## src/rtl/clock_pkg.sv

```systemverilog
// Shared mode encodings and BCD constants for the time-of-day counter.
package clock_pkg;

  typedef enum logic [1:0] {
    MODE_RUN   = 2'd0,
    MODE_SET_H = 2'd1,
    MODE_SET_M = 2'd2
  } mode_e;

  localparam logic [7:0] BCD_59   = 8'h59;
  localparam logic [7:0] BCD_ZERO = 8'h00;

endpackage

```

## src/rtl/bcd_mod_counter.sv

```systemverilog
// Two-digit packed-BCD modulo counter. Counts 00 .. MOD-1 directly in BCD
// and flags the wrap combinationally so the next field can carry on the
// same edge.
module bcd_mod_counter
  import clock_pkg::*;
#(
  parameter int MOD = 60
) (
  input  logic       clk,
  input  logic       rst,
  input  logic       inc,
  input  logic       clr,
  output logic [7:0] o_value,
  output logic       o_wrap
);

  localparam logic [3:0] MAX_TENS = 4'((MOD - 1) / 10);
  localparam logic [3:0] MAX_ONES = 4'((MOD - 1) % 10);
  localparam logic [7:0] MAX_BCD  = {MAX_TENS, MAX_ONES};

  logic [7:0] r_val;
  logic       w_at_max;

  assign w_at_max = (r_val == MAX_BCD);
  assign o_wrap   = inc & w_at_max;
  assign o_value  = r_val;

  // BCD increment: ones wrap 9->0 with carry into tens, whole field wraps at MOD-1
  always_ff @(posedge clk or negedge rst) begin
    if (!rst) begin
      r_val <= BCD_ZERO;
    end else if (clr) begin
      r_val <= BCD_ZERO;
    end else if (inc) begin
      if (w_at_max) begin
        r_val <= BCD_ZERO;
      end else if (r_val[3:0] == 4'd9) begin
        r_val <= {r_val[7:4] + 4'd1, 4'd0};
      end else begin
        r_val <= {r_val[7:4], r_val[3:0] + 4'd1};
      end
    end
  end

endmodule

```

## src/rtl/clock_hms_counter.sv

```systemverilog
// Hours/minutes/seconds BCD time-of-day counter with a RUN / SET_H / SET_M
// set mode driven by two single-cycle button pulses.
module clock_hms_counter
  import clock_pkg::*;
#(
  parameter int HOUR_MOD = 24
) (
  input  logic       clk_50MHz,
  input  logic       rst,
  input  logic       tick_1s,
  input  logic       btn_mode,
  input  logic       btn_inc,
  output logic [7:0] hour_bcd,
  output logic [7:0] min_bcd,
  output logic [7:0] sec_bcd,
  output logic [1:0] mode,
  output logic       blink,
  output logic       day_pulse
);

  mode_e r_mode;
  mode_e w_mode_nxt;
  logic  r_armed;
  logic  r_blink;
  logic  r_day;
  logic  w_blink_nxt;

  logic  w_tick;
  logic  w_run;
  logic  w_set_h;
  logic  w_set_m;
  logic  w_sec_inc;
  logic  w_min_inc;
  logic  w_hour_inc;
  logic  w_sec_wrap;
  logic  w_min_wrap;
  logic  w_hour_wrap;

  // The divider holds its tick high through reset, so the first post-reset
  // tick is discarded until the arm flag is set.
  assign w_tick  = tick_1s & r_armed;
  assign w_run   = (r_mode == MODE_RUN);
  assign w_set_h = (r_mode == MODE_SET_H);
  assign w_set_m = (r_mode == MODE_SET_M);

  // A mode change always wins: it drops any tick or inc on the same edge.
  assign w_sec_inc  = w_run & ~btn_mode & w_tick;
  assign w_min_inc  = w_run ? w_sec_wrap : (w_set_m & ~btn_mode & btn_inc);
  assign w_hour_inc = w_run ? w_min_wrap : (w_set_h & ~btn_mode & btn_inc);

  // Arm flag: set on the first edge after reset release
  always_ff @(posedge clk_50MHz or negedge rst) begin
    if (!rst) r_armed <= 1'b0;
    else      r_armed <= 1'b1;
  end

  // Mode state register
  always_ff @(posedge clk_50MHz or negedge rst) begin
    if (!rst) r_mode <= MODE_RUN;
    else      r_mode <= w_mode_nxt;
  end

  // Next mode and next blink; encoding 3 falls into default and recovers to RUN
  always_comb begin
    w_mode_nxt  = MODE_RUN;
    w_blink_nxt = 1'b0;
    case (r_mode)
      MODE_RUN: begin
        w_mode_nxt = btn_mode ? MODE_SET_H : MODE_RUN;
      end
      MODE_SET_H: begin
        w_mode_nxt = btn_mode ? MODE_SET_M : MODE_SET_H;
        if (!btn_mode) w_blink_nxt = r_blink ^ w_tick;
      end
      MODE_SET_M: begin
        w_mode_nxt = btn_mode ? MODE_RUN : MODE_SET_M;
        if (!btn_mode) w_blink_nxt = r_blink ^ w_tick;
      end
      default: begin
        w_mode_nxt = MODE_RUN;
      end
    endcase
  end

  // Blink and day pulse registers; day pulse only from a RUN-mode carry
  always_ff @(posedge clk_50MHz or negedge rst) begin
    if (!rst) begin
      r_blink <= 1'b0;
      r_day   <= 1'b0;
    end else begin
      r_blink <= w_blink_nxt;
      r_day   <= w_run & w_hour_wrap;
    end
  end

  // Seconds restart from 00 on every mode change
  bcd_mod_counter #(.MOD(60)) u_sec (
    .clk     (clk_50MHz),
    .rst     (rst),
    .inc     (w_sec_inc),
    .clr     (btn_mode),
    .o_value (sec_bcd),
    .o_wrap  (w_sec_wrap)
  );

  bcd_mod_counter #(.MOD(60)) u_min (
    .clk     (clk_50MHz),
    .rst     (rst),
    .inc     (w_min_inc),
    .clr     (1'b0),
    .o_value (min_bcd),
    .o_wrap  (w_min_wrap)
  );

  bcd_mod_counter #(.MOD(HOUR_MOD)) u_hour (
    .clk     (clk_50MHz),
    .rst     (rst),
    .inc     (w_hour_inc),
    .clr     (1'b0),
    .o_value (hour_bcd),
    .o_wrap  (w_hour_wrap)
  );

  assign mode      = r_mode;
  assign blink     = r_blink;
  assign day_pulse = r_day;

endmodule

```

## config.mk

```make
export PLATFORM = sky130hd
export DESIGN_NAME = clock_hms_counter
export DESIGN_NICKNAME = d
export VERILOG_FILES = /design/src/rtl/clock_pkg.sv /design/src/rtl/bcd_mod_counter.sv /design/src/rtl/clock_hms_counter.sv
export SDC_FILE = /design/constraint.sdc
export NUM_CORES = 1
export LEC_CHECK = 0
export ABC_CLOCK_PERIOD_IN_PS = 2800
export CORE_MARGIN = 2
export CORE_UTILIZATION = 51
export DETAILED_ROUTE_END_ITERATION = 7
export GPL_TIMING_DRIVEN = 0
export PLACE_DENSITY = 0.87
export SYNTH_ARGS = -nofsm -noshare
export SYNTH_HDL_FRONTEND = slang
export SYNTH_SLANG_ARGS = --single-unit
```

## constraint.sdc

```tcl
create_clock -name clk_50MHz -period 2.8 [get_ports clk_50MHz]
set_input_delay 0.42 -clock clk_50MHz [delete_from_list [all_inputs] [get_ports clk_50MHz]]
set_output_delay 0.42 -clock clk_50MHz [all_outputs]
set_load 0.1 [all_outputs]
```

; Yosys cells after proc, flatten, opt, wreduce, memory -nomap -nowiden
; Cells that the tools add are included.
[classes]
reduce_logical = 9
mux = 16
n_bitwise = 13
eq_ne = 8
add_sub_neg = 6
[op_table]
columns = operator, n
row1 = 8-bit two-way mux, 8
row2 = "4-bit by 1-bit adder with 4-bit output, second input constant", 6
row3 = "8-bit by 7-bit == test with 1-bit output, second input constant", 2
row4 = "4-bit == test, second input constant", 3
row5 = 1-bit bitwise AND, 11
row6 = "8-bit by 6-bit == test with 1-bit output, second input constant", 1
row7 = 2-bit one-hot mux with 3 select lines, 1
row8 = 2-bit AND reduction, 3
row9 = 2-bit nonzero test, 3
row10 = 1-bit two-way mux, 5
row11 = 2-bit two-way mux, 2
row12 = 3-bit nonzero test, 1
row13 = "2-bit by 1-bit == test with 1-bit output, second input constant", 1
row14 = "2-bit == test, second input constant", 1
row15 = 2-bit logical NOT, 1
row16 = 2-bit OR reduction, 1
row17 = 1-bit inverter, 1
row18 = 1-bit XOR, 1
[totals]
wordCells = 62
output_inout_bits = 28
input_bits = 5
regBits = 29

; Logic depth before layout (Yosys ltp)
; Gate-level depths: netlist of run 1.
[depth]
word_depth = 9
depth_mapped = 9
depth_no_buf = 7

; Cells and area by module
; A second synthesis of run 1 with hierarchy kept.
[hier_totals]
cells_unflattened = 187
hier_area_um2 = 1821.7
[by_module_without_submodules]
columns = module, cells_each, seq_area_each_um2, n_inst, area_per_inst_um2
row1 = bcd_mod_counter at u_min ..., 50, 200.2, 2, 486.7
row2 = bcd_mod_counter at u_hour, 57, 200.2, 1, 518.0
row3 = clock_hms_counter, 30, 125.1, 1, 330.3

; Worst setup path before layout of run 1
; No wires, ideal clock.
[synth_path]
path_kind = reg2reg
start = register u_sec.r_val[0], in the netlist u_sec.o_value[0]
end = register u_hour.r_val[0], in the netlist u_hour.o_value[0]
setup_slack_ns = -0.022
path_buffers = 2
t_required_ns = 2.674
stages_incl_launch_ff = 8
setup_time_ns = 0.126
synth_period_minus_slack_ns = 2.822
t_arrival_ns = 2.697
cell_sequence = dfrtp_1 -> ha_1 -> nand2_1 -> or3_1 -> buf_6 -> o41ai_4 -> buf_6 -> mux2_2
[synth_between]
elab_chain_cells = 5
[synth_lines]
columns = item, line
row1 = start: declaration, bcd_mod_counter.sv:21  ; logic [7:0] r_val;
row2 = start signal: assignment, bcd_mod_counter.sv:38  ; r_val <= {r_val[7:4] + 4'd1, 4'd0};
row3 = start signal: assignment, bcd_mod_counter.sv:40  ; r_val <= {r_val[7:4], r_val[3:0] + 4'd1};
row4 = 8-bit by 7-bit == test with 1-bit output, bcd_mod_counter.sv:24  ; assign w_at_max = (r_val == MAX_BCD);
row5 = 1-bit bitwise AND, bcd_mod_counter.sv:25  ; assign o_wrap = inc & w_at_max;
row6 = 1-bit two-way mux, clock_hms_counter.sv:48  ; assign w_min_inc = w_run ? w_sec_wrap : (w_set_m & ~btn_mode & btn_inc);
row7 = 1-bit bitwise AND, bcd_mod_counter.sv:25
row8 = 1-bit two-way mux, clock_hms_counter.sv:49  ; assign w_hour_inc = w_run ? w_min_wrap : (w_set_h & ~btn_mode & btn_inc);
row9 = end signal: assignment, bcd_mod_counter.sv:38
row10 = end signal: assignment, bcd_mod_counter.sv:40
row11 = end: declaration, bcd_mod_counter.sv:21
; Every way passes these cells.
; A chain may end at the register's enable or synchronous reset.

; Worst setup path in the final report of run 1
[layout_path]
start = register r_mode[0], in the netlist mode[0]
end = register u_hour.r_val[0], in the netlist u_hour.o_value[0]
[layout_between]
elab_chain_cells = 7
word_cells_on_any_way = 13
cone_classes = eq/ne (2) / mux (2) / bitwise (8) / reduce/logical (1)
[layout_lines]
columns = item, line
row1 = start: declaration, clock_hms_counter.sv:21  ; mode_e r_mode;
row2 = start signal: assignment, clock_hms_counter.sv:60  ; else r_mode <= w_mode_nxt;
row3 = 2-bit logical NOT, clock_hms_counter.sv:42  ; assign w_run = (r_mode == MODE_RUN);
row4 = 1-bit bitwise AND (2 in series), clock_hms_counter.sv:47  ; assign w_sec_inc = w_run & ~btn_mode & w_tick;
row5 = 1-bit bitwise AND, bcd_mod_counter.sv:25
row6 = 1-bit two-way mux, clock_hms_counter.sv:48
row7 = 1-bit bitwise AND, bcd_mod_counter.sv:25
row8 = 1-bit two-way mux *, clock_hms_counter.sv:49
; Mark *: on every way between the ends. The rest lies on a longest branch, timed or not.

==> impl_results.html, run 1 <==
<table>
<tr><th>Metric</th><th>Value</th></tr>
<tr><th colspan="2">Cells and area</th></tr>
<tr><td>Non-filler instance count after layout</td><td>250</td></tr>
<tr><td>Ratio of cells with drive above 1 in the final layout</td><td>0.07282</td></tr>
<tr><td>Antenna cells</td><td>0</td></tr>
<tr><td>Area growth from synthesis to layout</td><td>25.32%</td></tr>
<tr><td>Nets</td><td>roughly 230</td></tr>
<tr><th colspan="2">Clock network</th></tr>
<tr><td>Cts-stage hold buffer count</td><td>0</td></tr>
<tr><td>Clock Tree Root</td><td>sky130_fd_sc_hd__clkbuf_4</td></tr>
<tr><td>Clock transition at the register clock pins on the worst setup and hold paths after CTS</td><td>around 0.090 ns</td></tr>
<tr><td>TritonCTS clock tree</td><td>yes</td></tr>
<tr><td>Insertion delay to the later sink of the worst-skew pair</td><td>roughly 0.33 ns</td></tr>
<tr><td>Number of H-tree levels</td><td>2</td></tr>
<tr><td>Clk buf depth</td><td>2</td></tr>
<tr><td>Number of CTS-inserted buffers</td><td>5</td></tr>
<tr><td>Postcts setup bufs</td><td>0</td></tr>
<tr><td>CTS sink cnt</td><td>29</td></tr>
<tr><td>Number of gates resized after CTS</td><td>0</td></tr>
<tr><th colspan="2">Yosys</th></tr>
<tr><td>Average cell area after synthesis</td><td>~10 µm²</td></tr>
<tr><td>Top area cells in the synthesized netlist</td><td>sky130_fd_sc_hd__dfrtp_1 44%, sky130_fd_sc_hd__ha_1 12%, sky130_fd_sc_hd__nor2_1 3.8%</td></tr>
<tr><td>Most area-hungry cell type in the Yosys netlist</td><td>sky130_fd_sc_hd__dfrtp_1</td></tr>
<tr><td>Netlist Area Pre-Place</td><td>roughly 1700 µm²</td></tr>
<tr><td>Top-count cell post-synth</td><td>sky130_fd_sc_hd__dfrtp_1</td></tr>
<tr><td>Count of state elements after synthesis</td><td>29</td></tr>
<tr><td>Syn. warnings</td><td>0</td></tr>
<tr><td>Seq/Total Area, Yosys</td><td>0.4371</td></tr>
<tr><td>Post-Syn Nets</td><td>between 150 and 200</td></tr>
<tr><td>Synth Instances</td><td>roughly 170</td></tr>
<tr><td>Leading cell types by count after synthesis</td><td>29 x sky130_fd_sc_hd__dfrtp_1, 17 x sky130_fd_sc_hd__nor2_1, 16 x sky130_fd_sc_hd__ha_1, 11 x sky130_fd_sc_hd__nand2_1</td></tr>
<tr><td>Area share of the largest cell type after synthesis</td><td>0.4371</td></tr>
<tr><td>Top FF cell, synth</td><td>sky130_fd_sc_hd__dfrtp_1</td></tr>
<tr><td>Number of flops mapped to enable cells by yosys</td><td>0</td></tr>
<tr><td>Count of different cell masters after synthesis</td><td>39</td></tr>
<tr><td>Ys async rst share</td><td>1.000</td></tr>
<tr><th colspan="2">Status</th></tr>
<tr><td>Run status</td><td>finished, final reports clean</td></tr>
<tr><th colspan="2">Pwr</th></tr>
<tr><td>Overall Power</td><td>between 1.5 and 2 mW</td></tr>
<tr><td>Total power divided by cell area</td><td>approximately 770 nW/µm²</td></tr>
<tr><td>Leakage</td><td>roughly 0.96 nW</td></tr>
<tr><td>Max rail drop VDD</td><td>between 0.0008 and 0.0009 V</td></tr>
<tr><th colspan="2">STA</th></tr>
<tr><td>FMAX</td><td>roughly 410 MHz</td></tr>
<tr><td>Final hold violation count</td><td>0</td></tr>
<tr><td>TNS Setup</td><td>0 ns</td></tr>
<tr><td>Total of endpoints with negative setup slack in the final report</td><td>0</td></tr>
<tr><td>Worst clock skew</td><td>between 0.006 and 0.007 ns</td></tr>
<tr><td>Minimum period implied by the final worst setup slack</td><td>2.430 ns</td></tr>
<tr><td>Transition at the pin with the smallest max-transition slack</td><td>0.9798 ns</td></tr>
<tr><td>Final Max Tran Viols</td><td>0</td></tr>
<tr><td>Max-Slew Margin vs Limit</td><td>0.3447</td></tr>
<tr><td>Worst setup margin</td><td>approximately 0.37 ns</td></tr>
<tr><td>Final Cycle Share</td><td>0.8678</td></tr>
<tr><td>Unrepaired setup endpoints after global routing</td><td>false</td></tr>
<tr><th colspan="2">Worst setup path</th></tr>
<tr><td>Data arrival time of the worst path</td><td>about 2.7 ns</td></tr>
<tr><td>List of cells traversed by the critical path</td><td>inv_1, ha_1, nand3_2, or3_1, buf_6, o41ai_4, buf_6, mux2_2</td></tr>
<tr><td>Crit-path max cell delay</td><td>about 0.42 ns</td></tr>
<tr><td>CP required</td><td>around 3.0 ns</td></tr>
<tr><td>Worst setup EP type</td><td>register</td></tr>
<tr><td>WP buf/inv</td><td>3</td></tr>
<tr><td>Most used cell, CP</td><td>sky130_fd_sc_hd__buf_6</td></tr>
<tr><td>Critical Path Fanout Max</td><td>10</td></tr>
<tr><td>Crit Path Class</td><td>register to register</td></tr>
<tr><td>Sort of element at the start of the critical path</td><td>register</td></tr>
<tr><td>Cell with the largest stage delay on the worst path</td><td>sky130_fd_sc_hd__dfrtp_1</td></tr>
<tr><td>Gate family responsible for the most delay along the worst path</td><td>simple AND/OR/NAND/NOR gates</td></tr>
<tr><th colspan="2">GRT</th></tr>
<tr><td>Vias in the first global route</td><td>~1,400</td></tr>
<tr><td>GR Util All Layers</td><td>0.2168</td></tr>
<tr><td>Maximum number of pins on one net before global-route repair</td><td>30</td></tr>
<tr><td>Leftover overflow at the end of global routing</td><td>0</td></tr>
<tr><td>Number of antenna violations at the first check in global routing</td><td>0</td></tr>
<tr><td>First-pass GRT wire length</td><td>~6000 µm</td></tr>
<tr><th colspan="2">Route</th></tr>
<tr><td>Length of the first detailed-routing pass in iterations</td><td>4</td></tr>
<tr><td>Final WL</td><td>around 3300 µm</td></tr>
<tr><td>Antenna Nets Post-Route</td><td>0</td></tr>
<tr><td>Detailed router's first-iteration violation count</td><td>65</td></tr>
<tr><td>DR vias/cell</td><td>5.360</td></tr>
<tr><td>Remaining DRCs</td><td>0</td></tr>
<tr><td>Via count</td><td>1,340</td></tr>
<tr><td>Routed wirelength normalized by instance count</td><td>13.18 µm</td></tr>
<tr><th colspan="2">Die</th></tr>
<tr><td>Effective utilization at floorplan</td><td>0.5394</td></tr>
<tr><td>Die width</td><td>61.06 µm</td></tr>
<tr><td>Die Y-Extent</td><td>61.06 µm</td></tr>
<tr><td>Area of the core</td><td>slightly above 3000 µm²</td></tr>
<tr><td>Row count</td><td>20</td></tr>
<tr><td>Die area</td><td>between 3000 and 4000 µm²</td></tr>
<tr><td>Number of top-level design ports</td><td>33</td></tr>
<tr><th colspan="2">Min path</th></tr>
<tr><td>Worst hold path type</td><td>input pin to asynchronous set/reset pin</td></tr>
<tr><th colspan="2">Placed design</th></tr>
<tr><td>Detailed placer's ending HPWL</td><td>around 2500 µm</td></tr>
<tr><td>Pre-CTS WS</td><td>around 0.21 ns</td></tr>
<tr><td>Cell Count Post-Placement</td><td>about 240</td></tr>
<tr><td>Placer Congestion</td><td>0.7754</td></tr>
<tr><td>Number of buffers inserted by port buffering</td><td>32</td></tr>
<tr><th colspan="2">Run</th></tr>
<tr><td>Max-cap violations</td><td>0</td></tr>
</table>
per-layer routing:
layer,share of wire,vias to the layer above,track usage,wire [µm]
met4,0.022,0,0.09938,74
met1,0.43,641,0.2439,1404
met5,0,-,0,0
met2,0.51,32,0.3891,1666
met3,0.045,9,0.04832,149
li1,-,658,-,-
cell type report:
| type | instances | area, µm² |
|---|---|---|
| timing repair buffer | 32 | 315.3 |
| fill | 251 | 997.2 |
| sequential | 29 | 726.9 |
| buffer | 5 | 33.78 |
| tap | 44 | 55.05 |
| multi-input combinational | 123 | 867.1 |
| inverter | 9 | 33.78 |
| clock buffer | 8 | 48.80 |
kinds of logic after synthesis:
logic type                 count (synthesis)  synth area share
other                                      1          0.002259
adders and majority gates                 16            0.1206
xor gates and xnor gates                   3           0.01583
AOI/OAI and AO/OA                         29            0.1243
and+or+nand+nor                           68            0.2208
DFF                                       29            0.4371
muxes                                      6           0.03843
buffers and inverters                     14           0.04069
worst paths after layout:
| kind | start | end | slack, ns | depth (start not counted) |
|---|---|---|---|---|
| worst max-delay path | mode[0] | u_hour.o_value[0] | 0.37 | 8 |
| worst min-delay path | rst | u_sec.o_value[6] | 0.10 | 1 |
| worst max register to register | mode[0] | u_hour.o_value[0] | 0.37 | 8 |
| worst min register to register | u_hour.o_value[7] | u_hour.o_value[7] | 0.50 | 1 |
| max in group asynchronous | rst | u_sec.o_value[0] | 2.23 | 1 |
| min in group clk_50MHz | u_hour.o_value[7] | u_hour.o_value[7] | 0.50 | 1 |
flip-flops by register name, indices dropped and copies added (netlist names):
register and count:
day_pulse 1, mode 2, blink 1, u_min.o_value 8, r_armed 1, u_sec.o_value 8, u_hour.o_value 8
power breakdown:
group | switching [mW] | internal, mW
Sequential | 0.0844 | 0.478
Combinational | 0.591 | 0.208
Clock | 0.139 | 0.0998
layout by cell type (no fill, tap or decap), types with 2 or more instances in the layout:
cell type,Yosys,final
sky130_fd_sc_hd__mux2_2,2,2
sky130_fd_sc_hd__mux2i_1,3,3
sky130_fd_sc_hd__and3b_1,3,3
sky130_fd_sc_hd__ha_1,16,16
sky130_fd_sc_hd__nor3_1,8,8
sky130_fd_sc_hd__and3_1,3,3
sky130_fd_sc_hd__clkbuf_1,3,6
sky130_fd_sc_hd__dfrtp_1,29,28
sky130_fd_sc_hd__nand3_1,6,6
sky130_fd_sc_hd__xnor2_1,2,2
sky130_fd_sc_hd__nand2b_1,4,4
sky130_fd_sc_hd__a21o_1,2,2
sky130_fd_sc_hd__a21oi_1,9,9
sky130_fd_sc_hd__or4_1,3,3
sky130_fd_sc_hd__nand2_1,11,11
sky130_fd_sc_hd__nand3b_1,4,4
sky130_fd_sc_hd__buf_6,2,2
sky130_fd_sc_hd__nor2_1,17,17
sky130_fd_sc_hd__o31ai_1,3,3
sky130_fd_sc_hd__clkdlybuf4s50_1,0,31
sky130_fd_sc_hd__o21ai_0,8,8
sky130_fd_sc_hd__nor2b_1,2,2
sky130_fd_sc_hd__inv_1,9,9
sky130_fd_sc_hd__clkbuf_4,0,5
through the flow:
step / util / hold slack (ns) / instance area, µm²
floorplan: - / 0.1244 / 1662
global placement: 0.6618 / 0.4799 / 2037
detailed placement: 0.6618 / 0.4819 / 2037
CTS: 0.6776 / 0.5012 / 2086
global route: 0.6760 / 0.1488 / 2081
finish: 0.6760 / 0.1036 / 2081
No activity file was read; power rests on OpenSTA's default activity.
==> run 2, diff against run 1 <==
Settings changed: GPL_TIMING_DRIVEN 0 to not set, PLACE_DENSITY 0.87 to 0.83.
==> impl_results.html, run 2 (same netlist as run 1, synthesis figures left out) <==
<table>
<tr><th>Metric</th><th>Value</th></tr>
<tr><th colspan="2">Status</th></tr>
<tr><td>Run status</td><td>finished, final reports clean</td></tr>
<tr><th colspan="2">GRT</th></tr>
<tr><td>First-pass GRT wire length</td><td>between 5000 and 6000 µm</td></tr>
<tr><td>Leftover overflow at the end of global routing</td><td>0</td></tr>
<tr><td>Vias in the first global route</td><td>~1,300</td></tr>
<tr><td>GR Util All Layers</td><td>0.2118</td></tr>
<tr><td>Number of antenna violations at the first check in global routing</td><td>0</td></tr>
<tr><td>Maximum number of pins on one net before global-route repair</td><td>18</td></tr>
<tr><th colspan="2">Worst setup path</th></tr>
<tr><td>Crit Path Class</td><td>register to register</td></tr>
<tr><td>List of cells traversed by the critical path</td><td>inv_1, ha_1, nand3_2, or3_1, o41ai_4, buf_4, o21ai_2, a22o_1</td></tr>
<tr><td>Sort of element at the start of the critical path</td><td>register</td></tr>
<tr><td>Data arrival time of the worst path</td><td>2.72 ns</td></tr>
<tr><td>Worst r2r src</td><td>mode[0]</td></tr>
<tr><td>Crit-path max cell delay</td><td>0.49 ns</td></tr>
<tr><td>Reg-to-reg slack, setup</td><td>0.31 ns</td></tr>
<tr><td>Gate family responsible for the most delay along the worst path</td><td>compound AO/OA/AOI/OAI gates</td></tr>
<tr><td>WP buf/inv</td><td>2</td></tr>
<tr><td>Capture point of the worst reg-to-reg path</td><td>u_hour.o_value[3]</td></tr>
<tr><td>Worst setup EP type</td><td>register</td></tr>
<tr><td>Critical Path Fanout Max</td><td>9</td></tr>
<tr><td>FF-to-FF path depth</td><td>8</td></tr>
<tr><td>CP required</td><td>3.02 ns</td></tr>
<tr><td>Cell with the largest stage delay on the worst path</td><td>sky130_fd_sc_hd__or3_1</td></tr>
<tr><th colspan="2">Route</th></tr>
<tr><td>Via count</td><td>between 1,000 and 1,500</td></tr>
<tr><td>Detailed router's first-iteration violation count</td><td>~90</td></tr>
<tr><td>Length of the first detailed-routing pass in iterations</td><td>4</td></tr>
<tr><td>Routed wirelength normalized by instance count</td><td>approximately 13 µm</td></tr>
<tr><td>Total met3 wirelength after detailed routing</td><td>about 210 µm</td></tr>
<tr><td>Final WL</td><td>between 3000 and 4000 µm</td></tr>
<tr><td>Highest Signal Layer</td><td>met4</td></tr>
<tr><td>Antenna Nets Post-Route</td><td>0</td></tr>
<tr><td>DR vias/cell</td><td>~5.4</td></tr>
<tr><td>Remaining DRCs</td><td>0</td></tr>
<tr><td>Metal2 WL</td><td>~1600 µm</td></tr>
<tr><td>Met1 Routed Length</td><td>1491 µm</td></tr>
<tr><th colspan="2">Die</th></tr>
<tr><td>Die width</td><td>between 60 and 70 µm</td></tr>
<tr><td>Effective utilization at floorplan</td><td>0.5394</td></tr>
<tr><td>Number of top-level design ports</td><td>33</td></tr>
<tr><td>Die area</td><td>roughly 3700 µm²</td></tr>
<tr><td>Die Y-Extent</td><td>between 60 and 70 µm</td></tr>
<tr><td>Row count</td><td>20</td></tr>
<tr><td>Area of the core</td><td>approximately 3100 µm²</td></tr>
<tr><th colspan="2">Clock network</th></tr>
<tr><td>Clock Tree Root</td><td>sky130_fd_sc_hd__clkbuf_4</td></tr>
<tr><td>Insertion delay to the later sink of the worst-skew pair</td><td>~0.32 ns</td></tr>
<tr><td>Number of H-tree levels</td><td>2</td></tr>
<tr><td>TritonCTS clock tree</td><td>yes</td></tr>
<tr><td>Postcts setup bufs</td><td>0</td></tr>
<tr><td>Clk buf depth</td><td>2</td></tr>
<tr><td>Number of gates resized after CTS</td><td>0</td></tr>
<tr><td>Clock transition at the register clock pins on the worst setup and hold paths after CTS</td><td>~0.09 ns</td></tr>
<tr><td>CTS sink cnt</td><td>29</td></tr>
<tr><td>Cts-stage hold buffer count</td><td>0</td></tr>
<tr><td>Number of CTS-inserted buffers</td><td>5</td></tr>
<tr><th colspan="2">Cells and area</th></tr>
<tr><td>Area growth from synthesis to layout</td><td>21.78%</td></tr>
<tr><td>Sequential cell area in the final layout</td><td>slightly above 700 µm²</td></tr>
<tr><td>Most frequent standard cell in the layout excluding fill and tap cells</td><td>sky130_fd_sc_hd__buf_4</td></tr>
<tr><td>Fill cells</td><td>~250</td></tr>
<tr><td>Multi-input gate area</td><td>around 870 µm²</td></tr>
<tr><td>Share of the core filled with cells in the final layout</td><td>0.6569</td></tr>
<tr><td>Nets</td><td>~230</td></tr>
<tr><td>Antenna cells</td><td>0</td></tr>
<tr><td>Most frequent cells in the layout</td><td>32 x sky130_fd_sc_hd__buf_4, 28 x sky130_fd_sc_hd__dfrtp_1, 17 x sky130_fd_sc_hd__nor2_1</td></tr>
<tr><td>Non-filler instance count after layout</td><td>249</td></tr>
<tr><td>Ratio of cells with drive above 1 in the final layout</td><td>0.2195</td></tr>
<tr><th colspan="2">STA</th></tr>
<tr><td>TNS Setup</td><td>0 ns</td></tr>
<tr><td>Total of endpoints with negative setup slack in the final report</td><td>0</td></tr>
<tr><td>Max-Slew Margin vs Limit</td><td>0.5589</td></tr>
<tr><td>Worst setup margin</td><td>just over 0.3 ns</td></tr>
<tr><td>Unrepaired setup endpoints after global routing</td><td>false</td></tr>
<tr><td>Final Max Tran Viols</td><td>0</td></tr>
<tr><td>FMAX</td><td>400.9 MHz</td></tr>
<tr><td>Minimum period implied by the final worst setup slack</td><td>approximately 2.5 ns</td></tr>
<tr><td>Transition at the pin with the smallest max-transition slack</td><td>around 0.65 ns</td></tr>
<tr><td>Hold_ws</td><td>about 0.45 ns</td></tr>
<tr><td>Worst clock skew</td><td>between 0.003 and 0.004 ns</td></tr>
<tr><td>Final hold violation count</td><td>0</td></tr>
<tr><td>Final Cycle Share</td><td>0.8908</td></tr>
<tr><th colspan="2">Placed design</th></tr>
<tr><td>Placer Congestion</td><td>0.8558</td></tr>
<tr><td>Detailed placer's ending HPWL</td><td>2511 µm</td></tr>
<tr><td>Cell Count Post-Placement</td><td>between 200 and 250</td></tr>
<tr><td>Pre-CTS WS</td><td>roughly 0.19 ns</td></tr>
<tr><td>Number of buffers inserted by port buffering</td><td>32</td></tr>
<tr><th colspan="2">Pwr</th></tr>
<tr><td>Total power divided by cell area</td><td>slightly below 800 nW/µm²</td></tr>
<tr><td>Leakage</td><td>a little over 1 nW</td></tr>
<tr><td>Max rail drop VDD</td><td>approximately 0.00082 V</td></tr>
<tr><th colspan="2">Run</th></tr>
<tr><td>Max-cap violations</td><td>0</td></tr>
<tr><th colspan="2">Min path</th></tr>
<tr><td>Worst hold path type</td><td>input pin to asynchronous set/reset pin</td></tr>
</table>
-- run 2: cell count changes in the layout (fill, tap and decap cells not counted) --
cell,change
sky130_fd_sc_hd__buf_2,-1
sky130_fd_sc_hd__buf_4,+32
sky130_fd_sc_hd__buf_6,-2
sky130_fd_sc_hd__clkbuf_1,-4
sky130_fd_sc_hd__clkbuf_8,+1
sky130_fd_sc_hd__clkdlybuf4s50_1,-27
-- run 2: area by class of cell --
type                       instances  share of cell area
multi-input combinational        123              0.4288
sequential                        29              0.3595
timing repair buffer              36              0.1386
clock buffer                       8             0.02908
tap                               44             0.02723
inverter                           9             0.01671
-- run 2: report_power, final --
part	internal, mW	leakage, nW	total (mW)	switching [mW]
Sequential	0.478	0.386	0.566	0.0876
Clock	0.124	0.0326	0.262	0.138
Combinational	0.190	0.602	0.779	0.589
-- run 2: stage by stage --
| stage | instance area [µm²] | power, mW |
|---|---|---|
| finish | 2022 | 1.607 |
| global route | 2022 | 1.701 |
| CTS | 2022 | 1.621 |
| detailed placement | 1963 | 1.355 |
| global placement | 1963 | 1.333 |
| floorplan | 1662 | 1.173 |
-- run 2: worst max-delay path by stage --
stage               startpoint                end  slack (ns)  depth (start not counted)
finish                 mode[0]  u_hour.o_value[3]        0.31                          8
global route           mode[0]  u_hour.o_value[3]        0.11                          8
CTS                    mode[0]  u_hour.o_value[3]        0.29                          8
detailed placement     tick_1s  u_hour.o_value[3]        0.19                          7
global placement       tick_1s  u_hour.o_value[3]        0.23                          7
floorplan              mode[0]  u_hour.o_value[0]        0.09                          8
-- run 2: metal layers --
metal | track usage | vias up
li1 | - | 661
met1 | 0.2649 | 650
met2 | 0.3283 | 37
met3 | 0.08403 | 5
met4 | 0.08696 | 0
met5 | 0 | -
==> run 3, diff against run 2 <==
Settings changed: CELL_PAD_IN_SITES_DETAIL_PLACEMENT set to 0, CELL_PAD_IN_SITES_GLOBAL_PLACEMENT set to 1, CORE_UTILIZATION 51 to 39.
==> impl_results.html, run 3 (same netlist as run 1, synthesis figures left out) <==
<table>
<tr><th>Metric</th><th>Value</th></tr>
<tr><th colspan="2">Route</th></tr>
<tr><td>Antenna Nets Post-Route</td><td>0</td></tr>
<tr><td>Routed wirelength normalized by instance count</td><td>between 10 and 15 µm</td></tr>
<tr><td>Length of the first detailed-routing pass in iterations</td><td>4</td></tr>
<tr><td>Via count</td><td>1,348</td></tr>
<tr><td>Detailed router's first-iteration violation count</td><td>52</td></tr>
<tr><td>Remaining DRCs</td><td>0</td></tr>
<tr><td>Final WL</td><td>~3400 µm</td></tr>
<tr><td>DR vias/cell</td><td>roughly 5.2</td></tr>
<tr><th colspan="2">Cells and area</th></tr>
<tr><td>Nets</td><td>around 230</td></tr>
<tr><td>Antenna cells</td><td>0</td></tr>
<tr><td>Area growth from synthesis to layout</td><td>24.42%</td></tr>
<tr><td>Most frequent standard cell in the layout excluding fill and tap cells</td><td>sky130_fd_sc_hd__buf_4</td></tr>
<tr><td>Most frequent cells in the layout</td><td>34 x sky130_fd_sc_hd__buf_4, 28 x sky130_fd_sc_hd__dfrtp_1, 17 x sky130_fd_sc_hd__nor2_1</td></tr>
<tr><td>Ratio of cells with drive above 1 in the final layout</td><td>0.2222</td></tr>
<tr><td>Final std cell area, no fill</td><td>2066 µm²</td></tr>
<tr><td>Non-filler instance count after layout</td><td>around 260</td></tr>
<tr><th colspan="2">Worst setup path</th></tr>
<tr><td>Cell with the largest stage delay on the worst path</td><td>sky130_fd_sc_hd__dfrtp_1</td></tr>
<tr><td>Critical Path Fanout Max</td><td>9</td></tr>
<tr><td>Crit-path max cell delay</td><td>roughly 0.4 ns</td></tr>
<tr><td>Data arrival time of the worst path</td><td>between 2 and 3 ns</td></tr>
<tr><td>Launching instance or port of the critical path</td><td>mode[1]</td></tr>
<tr><td>Worst r2r src</td><td>mode[1]</td></tr>
<tr><td>Crit Path Class</td><td>register to register</td></tr>
<tr><td>WP buf/inv</td><td>2</td></tr>
<tr><td>Gate family responsible for the most delay along the worst path</td><td>compound AO/OA/AOI/OAI gates</td></tr>
<tr><td>List of cells traversed by the critical path</td><td>inv_1, ha_1, nand3_2, or3_1, o41ai_4, buf_4, o21ai_2, a22o_1</td></tr>
<tr><td>CP required</td><td>2.97 ns</td></tr>
<tr><td>Worst setup EP type</td><td>register</td></tr>
<tr><td>Reg-to-reg slack, setup</td><td>0.42 ns</td></tr>
<tr><td>Sort of element at the start of the critical path</td><td>register</td></tr>
<tr><th colspan="2">STA</th></tr>
<tr><td>Worst clock skew</td><td>0.003396 ns</td></tr>
<tr><td>Hold_ws</td><td>0.4985 ns</td></tr>
<tr><td>Final Max Tran Viols</td><td>0</td></tr>
<tr><td>Unrepaired setup endpoints after global routing</td><td>false</td></tr>
<tr><td>Minimum period implied by the final worst setup slack</td><td>around 2.4 ns</td></tr>
<tr><td>Total of endpoints with negative setup slack in the final report</td><td>0</td></tr>
<tr><td>Transition at the pin with the smallest max-transition slack</td><td>approximately 0.66 ns</td></tr>
<tr><td>Final Cycle Share</td><td>0.8507</td></tr>
<tr><td>Worst setup margin</td><td>0.4181 ns</td></tr>
<tr><td>Final hold violation count</td><td>0</td></tr>
<tr><td>FMAX</td><td>around 420 MHz</td></tr>
<tr><td>TNS Setup</td><td>0 ns</td></tr>
<tr><td>Max-Slew Margin vs Limit</td><td>0.5570</td></tr>
<tr><th colspan="2">Clock network</th></tr>
<tr><td>Insertion delay to the later sink of the worst-skew pair</td><td>between 0.2 and 0.3 ns</td></tr>
<tr><td>Number of CTS-inserted buffers</td><td>5</td></tr>
<tr><td>Clk buf depth</td><td>2</td></tr>
<tr><td>Clock Tree Root</td><td>sky130_fd_sc_hd__clkbuf_8</td></tr>
<tr><td>Clock transition at the register clock pins on the worst setup and hold paths after CTS</td><td>0.06 ns</td></tr>
<tr><td>Cts-stage hold buffer count</td><td>0</td></tr>
<tr><td>TritonCTS clock tree</td><td>yes</td></tr>
<tr><td>Postcts setup bufs</td><td>0</td></tr>
<tr><td>CTS sink cnt</td><td>29</td></tr>
<tr><td>Number of gates resized after CTS</td><td>0</td></tr>
<tr><td>Number of H-tree levels</td><td>2</td></tr>
<tr><th colspan="2">GRT</th></tr>
<tr><td>Leftover overflow at the end of global routing</td><td>0</td></tr>
<tr><td>Maximum number of pins on one net before global-route repair</td><td>30</td></tr>
<tr><td>First-pass GRT wire length</td><td>6210 µm</td></tr>
<tr><td>GR Util All Layers</td><td>0.1625</td></tr>
<tr><td>Number of antenna violations at the first check in global routing</td><td>0</td></tr>
<tr><td>Vias in the first global route</td><td>1,384</td></tr>
<tr><th colspan="2">Min path</th></tr>
<tr><td>Hold Crit Start</td><td>u_hour.o_value[7]</td></tr>
<tr><td>Worst hold path type</td><td>register to register</td></tr>
<tr><th colspan="2">Placed design</th></tr>
<tr><td>Pre-CTS WS</td><td>0.2776 ns</td></tr>
<tr><td>Detailed placer's ending HPWL</td><td>2578 µm</td></tr>
<tr><td>Placer Congestion</td><td>roughly 0.73</td></tr>
<tr><td>Cell Count Post-Placement</td><td>about 250</td></tr>
<tr><td>Placed instance area</td><td>1986 µm²</td></tr>
<tr><td>Number of buffers inserted by port buffering</td><td>32</td></tr>
<tr><th colspan="2">Die</th></tr>
<tr><td>Number of top-level design ports</td><td>33</td></tr>
<tr><td>Die width</td><td>approximately 70 µm</td></tr>
<tr><td>Die area</td><td>4795 µm²</td></tr>
<tr><td>Area of the core</td><td>~4100 µm²</td></tr>
<tr><td>Effective utilization at floorplan</td><td>0.4092</td></tr>
<tr><td>Die Y-Extent</td><td>between 60 and 70 µm</td></tr>
<tr><td>Row count</td><td>23</td></tr>
<tr><th colspan="2">Status</th></tr>
<tr><td>Run status</td><td>finished, final reports clean</td></tr>
<tr><th colspan="2">Pwr</th></tr>
<tr><td>Max rail drop VDD</td><td>~0.00062 V</td></tr>
<tr><td>Leakage</td><td>between 1 and 1.5 nW</td></tr>
<tr><td>Total power divided by cell area</td><td>roughly 810 nW/µm²</td></tr>
<tr><th colspan="2">Run</th></tr>
<tr><td>Max-cap violations</td><td>0</td></tr>
</table>
run 3: area by class of cell:
| class | instances | area (µm²) |
|---|---|---|
| fill | 382 | 1992 |
| tap | 50 | 62.56 |
| inverter | 9 | 33.78 |
| multi-input combinational | 123 | 867.1 |
| clock buffer | 8 | 80.08 |
| sequential | 29 | 726.9 |
| timing repair buffer | 38 | 295.3 |
run 3: per-layer routing:
metal,global-route usage,share of wire
met1,0.1913,0.45
met2,0.2692,0.48
met3,0.05814,0.054
met4,0.06536,0.013
met5,0,0
run 3: worst paths after layout:
check / endpoint / cells past startpoint
max in group asynchronous: u_sec.o_value[0] / 2
min in group asynchronous: u_sec.o_value[2] / 2
worst max-delay path: u_hour.o_value[3] / 8
worst min register to register: u_hour.o_value[7] / 1
worst max register to register: u_hour.o_value[3] / 8
worst min-delay path: u_hour.o_value[7] / 1
run 3: where the power goes:
part	switching [mW]	leakage (nW)	internal [mW]
Clock	0.153	0.0395	0.176
Sequential	0.0869	0.386	0.479
Combinational	0.590	0.609	0.190
Total	0.831	1.03	0.846
run 3: through the flow:
stage	total power [mW]	utilization
after floorplan	1.173	-
after CTS	1.699	0.5091
after detailed placement	1.362	0.4894
after global placement	1.335	0.4894
after global routing	1.773	0.5091
final	1.676	0.5091
